File: config.mk
export PLATFORM = sky130hd
export DESIGN_NAME = cache_arbiter
export DESIGN_NICKNAME = d
export VERILOG_FILES = /design/src/rtl/cache_arbiter_pkg.sv /design/src/rtl/cache_arbiter_mux.sv /design/src/rtl/cache_arbiter.sv
export SDC_FILE = /design/constraint.sdc
export NUM_CORES = 1
export LEC_CHECK = 0
export CORE_AREA = 2 2 321 323
export DETAILED_ROUTE_END_ITERATION = 8
export DIE_AREA = 0 0 323 325
export SETUP_SLACK_MARGIN = 0.5
export SYNTH_ARGS = -nofsm -noshare
export SYNTH_HDL_FRONTEND = slang
export SYNTH_HIERARCHICAL = 1
export SYNTH_SLANG_ARGS = --single-unit
File: constraint.sdc
create_clock -name clk -period 2.7 [get_ports clk]
set_input_delay 0.81 -clock clk [delete_from_list [all_inputs] [get_ports clk]]
set_output_delay 0.81 -clock clk [all_outputs]
set_load 0.02 [all_outputs]
File: src/rtl/cache_arbiter_pkg.sv
// Shared types for the I/D cache to physical-memory arbiter.
package cache_arbiter_pkg;

   typedef logic [15:0]  lc3b_word;
   typedef logic [127:0] lc3b_line;

   typedef enum logic [1:0] {IDLE, SERVE_I, SERVE_D} arb_state_t;
   typedef enum logic {SEL_I, SEL_D} arb_sel_t;

endpackage

File: src/rtl/cache_arbiter_mux.sv
// 2:1 selection of the granted cache's address, line and strobes onto the memory side.
import cache_arbiter_pkg::*;

module cache_arbiter_mux (
   input  logic     en,
   input  arb_sel_t sel,
   input  logic     i_read,
   input  logic     i_write,
   input  lc3b_word i_address,
   input  lc3b_line i_wdata,
   input  logic     d_read,
   input  logic     d_write,
   input  lc3b_word d_address,
   input  lc3b_line d_wdata,
   output logic     read,
   output logic     write,
   output lc3b_word address,
   output lc3b_line wdata
);

   always_comb begin
      read    = 1'b0;
      write   = 1'b0;
      address = '0;
      wdata   = '0;
      if (en) begin
         // A write masks a simultaneous read from the same cache.
         unique case (sel)
            SEL_I: begin
               address = i_address;
               wdata   = i_wdata;
               write   = i_write;
               read    = i_read & ~i_write;
            end
            SEL_D: begin
               address = d_address;
               wdata   = d_wdata;
               write   = d_write;
               read    = d_read & ~d_write;
            end
         endcase
      end
   end

endmodule

File: src/rtl/cache_arbiter.sv
// Grants the single physical-memory port to the I-cache or D-cache, one transaction at a time.
import cache_arbiter_pkg::*;

module cache_arbiter #(
   parameter bit FIXED_D_PRIORITY = 1'b0
) (
   input  logic     clk,
   input  logic     rst,
   input  logic     i_pmem_read,
   input  logic     i_pmem_write,
   input  lc3b_word i_pmem_address,
   input  lc3b_line i_pmem_wdata,
   output lc3b_line i_pmem_rdata,
   output logic     i_pmem_resp,
   input  logic     d_pmem_read,
   input  logic     d_pmem_write,
   input  lc3b_word d_pmem_address,
   input  lc3b_line d_pmem_wdata,
   output lc3b_line d_pmem_rdata,
   output logic     d_pmem_resp,
   output logic     pmem_read,
   output logic     pmem_write,
   output lc3b_word pmem_address,
   output lc3b_line pmem_wdata,
   input  lc3b_line pmem_rdata,
   input  logic     pmem_resp
);

   arb_state_t state_q;
   arb_sel_t   last_grant_q;
   arb_sel_t   sel;
   logic       active;
   logic       i_pending;
   logic       d_pending;

   assign i_pending = i_pmem_read | i_pmem_write;
   assign d_pending = d_pmem_read | d_pmem_write;

   // Outputs are forced low while rst is held, even before the state register clears.
   assign active = ~rst && (state_q != IDLE);
   assign sel    = (state_q == SERVE_D) ? SEL_D : SEL_I;

   assign i_pmem_resp  = ~rst && (state_q == SERVE_I) && pmem_resp;
   assign d_pmem_resp  = ~rst && (state_q == SERVE_D) && pmem_resp;
   assign i_pmem_rdata = rst ? '0 : pmem_rdata;
   assign d_pmem_rdata = rst ? '0 : pmem_rdata;

   cache_arbiter_mux u_mux (
      .en        (active),
      .sel       (sel),
      .i_read    (i_pmem_read),
      .i_write   (i_pmem_write),
      .i_address (i_pmem_address),
      .i_wdata   (i_pmem_wdata),
      .d_read    (d_pmem_read),
      .d_write   (d_pmem_write),
      .d_address (d_pmem_address),
      .d_wdata   (d_pmem_wdata),
      .read      (pmem_read),
      .write     (pmem_write),
      .address   (pmem_address),
      .wdata     (pmem_wdata)
   );

   always_ff @(posedge clk) begin
      if (rst) begin
         state_q      <= IDLE;
         last_grant_q <= SEL_D;
      end else begin
         unique case (state_q)
            IDLE: begin
               if (i_pending && d_pending) begin
                  state_q <= (FIXED_D_PRIORITY || last_grant_q == SEL_I) ? SERVE_D : SERVE_I;
               end else if (i_pending) begin
                  state_q <= SERVE_I;
               end else if (d_pending) begin
                  state_q <= SERVE_D;
               end
            end
            SERVE_I: begin
               // Completion takes precedence over an abandon in the same cycle.
               if (pmem_resp) begin
                  state_q      <= IDLE;
                  last_grant_q <= SEL_I;
               end else if (!i_pending) begin
                  state_q <= IDLE;
               end
            end
            SERVE_D: begin
               if (pmem_resp) begin
                  state_q      <= IDLE;
                  last_grant_q <= SEL_D;
               end else if (!d_pending) begin
                  state_q <= IDLE;
               end
            end
            default: state_q <= IDLE;
         endcase
      end
   end

endmodule

**Word level (Yosys, flattened, before mapping)**

Cells that the tools add are included.

- Bits in registers: 3
- Bits of input ports: 423
- Word-level logic and storage cells: 50

- Eq/ne operators: 7
- Multiplexer cells: 22
- Bitwise gates (word level): 8
- Reduce and logical (&&, ||, !) cells: 11

Operators by type and width:

| cell | count |
|---|---|
| $mux 128 | 2 |
| $pmux 128 s2 | 1 |
| $pmux 16 s2 | 1 |
| $mux 16 | 1 |
| $mux 2 | 8 |
| $logic_and 1x1->1 | 6 |
| $ne 3x3->1 const B | 2 |
| $pmux 1 s2 | 3 |
| $pmux 2 s3 | 1 |
| $reduce_and 3->1 | 2 |
| $mux 1 | 5 |
| $ne 2x2->1 const B | 2 |
| $ne 4x4->1 const B | 1 |
| $not 1->1 | 4 |
| $reduce_bool 2->1 | 2 |
| $and 1x1->1 | 2 |
| $eq 2x1->1 const B | 1 |
| $eq 2x2->1 const B | 1 |
| $logic_not 2->1 | 1 |
| $or 1x1->1 | 2 |

**Depth between registers and ports, before layout**

- Word-level depth: 5
- Depth in mapped cells: 7

**Modules after synthesis**

The synthesis kept the hierarchy.

Modules (own cells, without submodules):

| module | instances | cells an instance | area an instance (um^2) | seq. area each (um^2) |
|---|---|---|---|---|
| cache_arbiter_mux | 1 | 326 | 2,738.9 | 0.0 |
| cache_arbiter | 1 | 297 | 2,019.4 | 60.1 |

**Least setup slack after synthesis**

No wires, ideal clock.

- Path type: input -> output
- Start: input port rst
- End: output port pmem_address[0]
- Arrival: 1,955 ps
- Data required time: 1,890 ps
- Slack: -65 ps
- Stages: 5
- Path through: clkbuf_1 nor2_1 clkbuf_1 clkbuf_1 nor2b_1

- Word-level cells in the longest chain between the ends: 3

RTL lines:

| element | line | RTL |
|---|---|---|
| start, declared | cache_arbiter.sv:8 | `input logic rst,` |
| $not 1->1 | cache_arbiter.sv:40 | `assign active = ~rst && (state_q != IDLE);` |
| $logic_and 1x1->1 | cache_arbiter.sv:40 |  |
| named net active | cache_arbiter.sv:32 | `logic active;` |
| $mux 16 | cache_arbiter_mux.sv:26 | `if (en) begin` |
| end, declared | cache_arbiter.sv:23 | `output lc3b_word pmem_address,` |

The timed path passes the listed nets, and every way through them passes these cells.

**Worst setup path in the final report**

- Start: input port rst
- End: output port pmem_wdata[116]

- Word-level cells in the longest chain between the ends: 3

RTL lines:

| element | line | RTL |
|---|---|---|
| $not 1->1 | cache_arbiter.sv:40 |  |
| $logic_and 1x1->1 | cache_arbiter.sv:40 |  |
| named net active | cache_arbiter.sv:32 |  |
| $mux 128 | cache_arbiter_mux.sv:26 |  |
| end, declared | cache_arbiter.sv:24 | `output lc3b_line pmem_wdata,` |

The timed path passes the listed nets, and every way through them passes these cells.

==> metrics.md <==
| Metric | Value |
|---|---|
| Area leader, netlist | nor2b_1 |
| Cells along the critical path | buf_16, nor2_4, buf_12, buf_12, buf_8, nor2b_4, buf_12 |
| Top-Level Pins | 827 |
| Count leader, synth | nor2b_1 |
| CTS Hold Buffers Added | 0 |
| Vias | 8,265 |
| Post-synthesis xor/xnor area fraction | 0 |
| WL final | 76,600 um |
| Vias in the first global route | 8,220 |
| DRT Pass-1 Iters | 4 |
| RSZ-0062 raised after global routing | yes |
| Starting Density | 0.0470 |
| Combinational power share | 0.944 |
| Max Cap Violations | 0 |
| Internal power | 3.10 mW |
| Residual DRC | 0 |
| Largest cells by area after synthesis | nor2b_1, mux2i_1, buf_4 |
| Synth Register Bits | 3 |
| DPL Wire Length | 64,300 um |
| DP Cell Count | 2,802 |
| H-tree depth | 1 |
| Highest clock rate | 362 MHz |
| Final setup violation count | 39 |
| Layout cells sized above 1 | 0.662 |
| Slew @ Worst Pin | 0.352 ns |
| Clock transition at path regs | 0.03 ns |
| Syn Inst Count | 623 |
| Post-synthesis simple-gate area fraction | 0.378 |
| Main combinational cell family by area after synthesis | simple AND/OR/NAND/NOR gates |
| GPL Wtd Cong | 0.889 |
| Layout Cells excl Fill | 2,921 |
| Initial DRC count | 210 |
| Largest net degree at the start of global routing | 52 |
| Layout fillers | 11,000 |
| Nets | 1,968 |
| Overall Global Routing Usage | 0.129 |
| Total net switching power | 2.13 mW |
| Post-synth EDFFs | 0 |
| Multiplexer share of the synthesized area | 0.305 |
| Die height | 325 um |
| Failing checks | setup timing |
| Avg Inst Size Synth | 7.64 um^2 |
| Synth Cell Area | 4760 um^2 |
| Synth warn | 6 |
| Asr flop ratio synth | 0 |
| Crit-path max cell delay | 0.25 ns |
| DIE WIDTH | 323 um |
| Clk pwr share | 0.046 |
| Top cell type's share of synthesized area | 0.359 |
| Crit path time final | 2.76 ns |
| Sw Ratio | 0.408 |
| Commonest cells in the synthesized netlist | nor2b_1, mux2i_1, buf_4 |
| CP Capture Type | primary output |
| Die area | 105,000 um^2 |
| GRT overflow | 0 |
| Startpoint types | input pin |
| Critical Path Fanout Max | 5 |
| Via density | 2.83 |
| Setup slack after layout | -0.0621 ns |
| Core Util, Final | 0.205 |
| Sequential Power Share | 0.011 |
| Static leakage | 8.51 nW |
| Status | finished, violations left |
| Seq/Total Area, Yosys | 0.0126 |
| Routed WL per cell | 26.2 um |
| Post-synthesis cell type count | 25 |
| Pins Over Slew Limit | 0 |
| Standard-cell row count | 117 |
| Max-Slew Margin vs Limit | 0.759 |
| Initial antenna violation count | 48 |
| Peak supply drop | 0.165 mV |
| Crit-path slowest cell | nor2b_4 |
| Total CTS buffers | 3 |
| Fin crit share | 1.02 |
| Endpoints failing hold | 0 |
| Register Area | 62.6 um^2 |
| CORE AREA | 101,000 um^2 |
| Synthesis-to-finish area growth | 337% |
| Hold Crit Class | flop to flop |
| Clock Latency Late Sink | 0.23 ns |
| WP data arrival | 1.95 ns |
| Critical path class | input pin to primary output |
| CTS Sinks | 3 |
| Pwr/cell area | 251 nW/um^2 |
| Synth Area in Compound Gates | 0.0150 |
| Most used cell, CP | buf_12 |
| WP data required | 1.89 ns |
| Antenna viol nets, final | 0 |
| Area of the multi-input gates | 6110 um^2 |
| Worst slack, placed | -0.462 ns |
| Syn Nets | 1,046 |
| Adder and majority gate portion of the synthesized area | 0 |
| Main synth FF type | dfxtp_1 |
| Setup Skew | 0.000524 ns |
| Root buffer cell | clkbuf_16 |
| Max Root-Sink Buffers | 2 |
| Port Buffers | 826 |
| CTS tree | done |
| Global-route wire length before repair | 87,900 um |
[logic make-up (layout without fill, tap and decap cells)]
group	after synthesis	after routing
flops	3	3
simple gates	288	288
buf+inv	177	1098
compound gates	10	10
mux	145	145
other cells	0	9
[flip-flops by register name, indices dropped and copies added, names as in the netlist]
name / cells
last_grant_q: 1
state_q: 2
[stage by stage]
step | setup TNS, ns | cell area, um^2 | hold WS, ns | total power, mW
6_report | -0.463 | 20800 | 0.584 | 5.23
5_1_grt | -5.33 | 20800 | 0.624 | 5.45
4_1_cts | -2.56 | 18100 | 0.574 | 4.61
3_5_place_dp | -61.75 | 17200 | 0.562 | 4.04
3_3_place_gp | -61.73 | 17200 | 0.541 | 4.05
2_1_floorplan | 0 | 6800 | 0.503 | 1.92
[metal layers]
metal	up-vias	wire (um)	track usage
met1	3920	29800	0.158
met2	500	36500	0.214
met5	-	169	0
met3	73	9150	0.0581
met4	26	1050	0.00950
li1	3746	-	-
[power by group through the flow]
stage / logic [mW] / clock network [mW] / registers, mW
2_1_floorplan: 1.86 / 0 / 0.0582
3_3_place_gp: 3.99 / 0 / 0.0539
3_5_place_dp: 3.99 / 0 / 0.0542
4_1_cts: 4.32 / 0.241 / 0.0550
5_1_grt: 5.15 / 0.245 / 0.0561
6_report: 4.93 / 0.239 / 0.0556
[worst max-delay path: cells and delay by family]
| family | cells | cell delay [ns] |
|---|---|---|
| buffers and inverters | 5 | 0.70 |
| AND/OR/NAND/NOR | 2 | 0.42 |
[layout make-up]
type                    count  area share
well taps                1368      0.0823
diodes                      9     0.00108
clock buffers               4     0.00379
inverters                   2     0.00114
multi-input cells         443       0.294
repair buffers           1092       0.615
flip-flops and latches      3     0.00301
[repair_timing]
| action | CTS | global route |
|---|---|---|
| endpoints found under the setup margin | 404 | 404 |
| pin swaps | 1 | 4 |
| setup buffers | 20 | 56 |
| cloned | 8 | 22 |
| gates resized for setup | 718 | 1170 |
[layout by cell type, fill, tap and decap left out, types with 3 or more instances in the layout]
cell type / count
buf_4: 197
mux2i_4: 51
diode_2: 9
dlygate4sd2_1: 24
nor2b_4: 265
clkbuf_16: 19
nor2_4: 3
buf_2: 3
buf_8: 35
nand2b_4: 3
clkdlybuf4s50_1: 376
buf_16: 17
nor2b_1: 4
mux2i_2: 30
mux2i_1: 64
buf_12: 123
nor2b_2: 4
dlymetal6s2s_1: 34
o21ai_0: 3
buf_6: 261
[final timing paths]
check	start	endpoint	slack, ns	cells past startpoint
worst min register to register	last_grant_q	state_q[1]	0.58	2
worst max-delay path	rst	pmem_wdata[116]	-0.06	7
worst min-delay path	last_grant_q	state_q[1]	0.58	2
worst max register to register	state_q[1]	state_q[0]	1.27	5
Power figures use the tool's default switching activity.
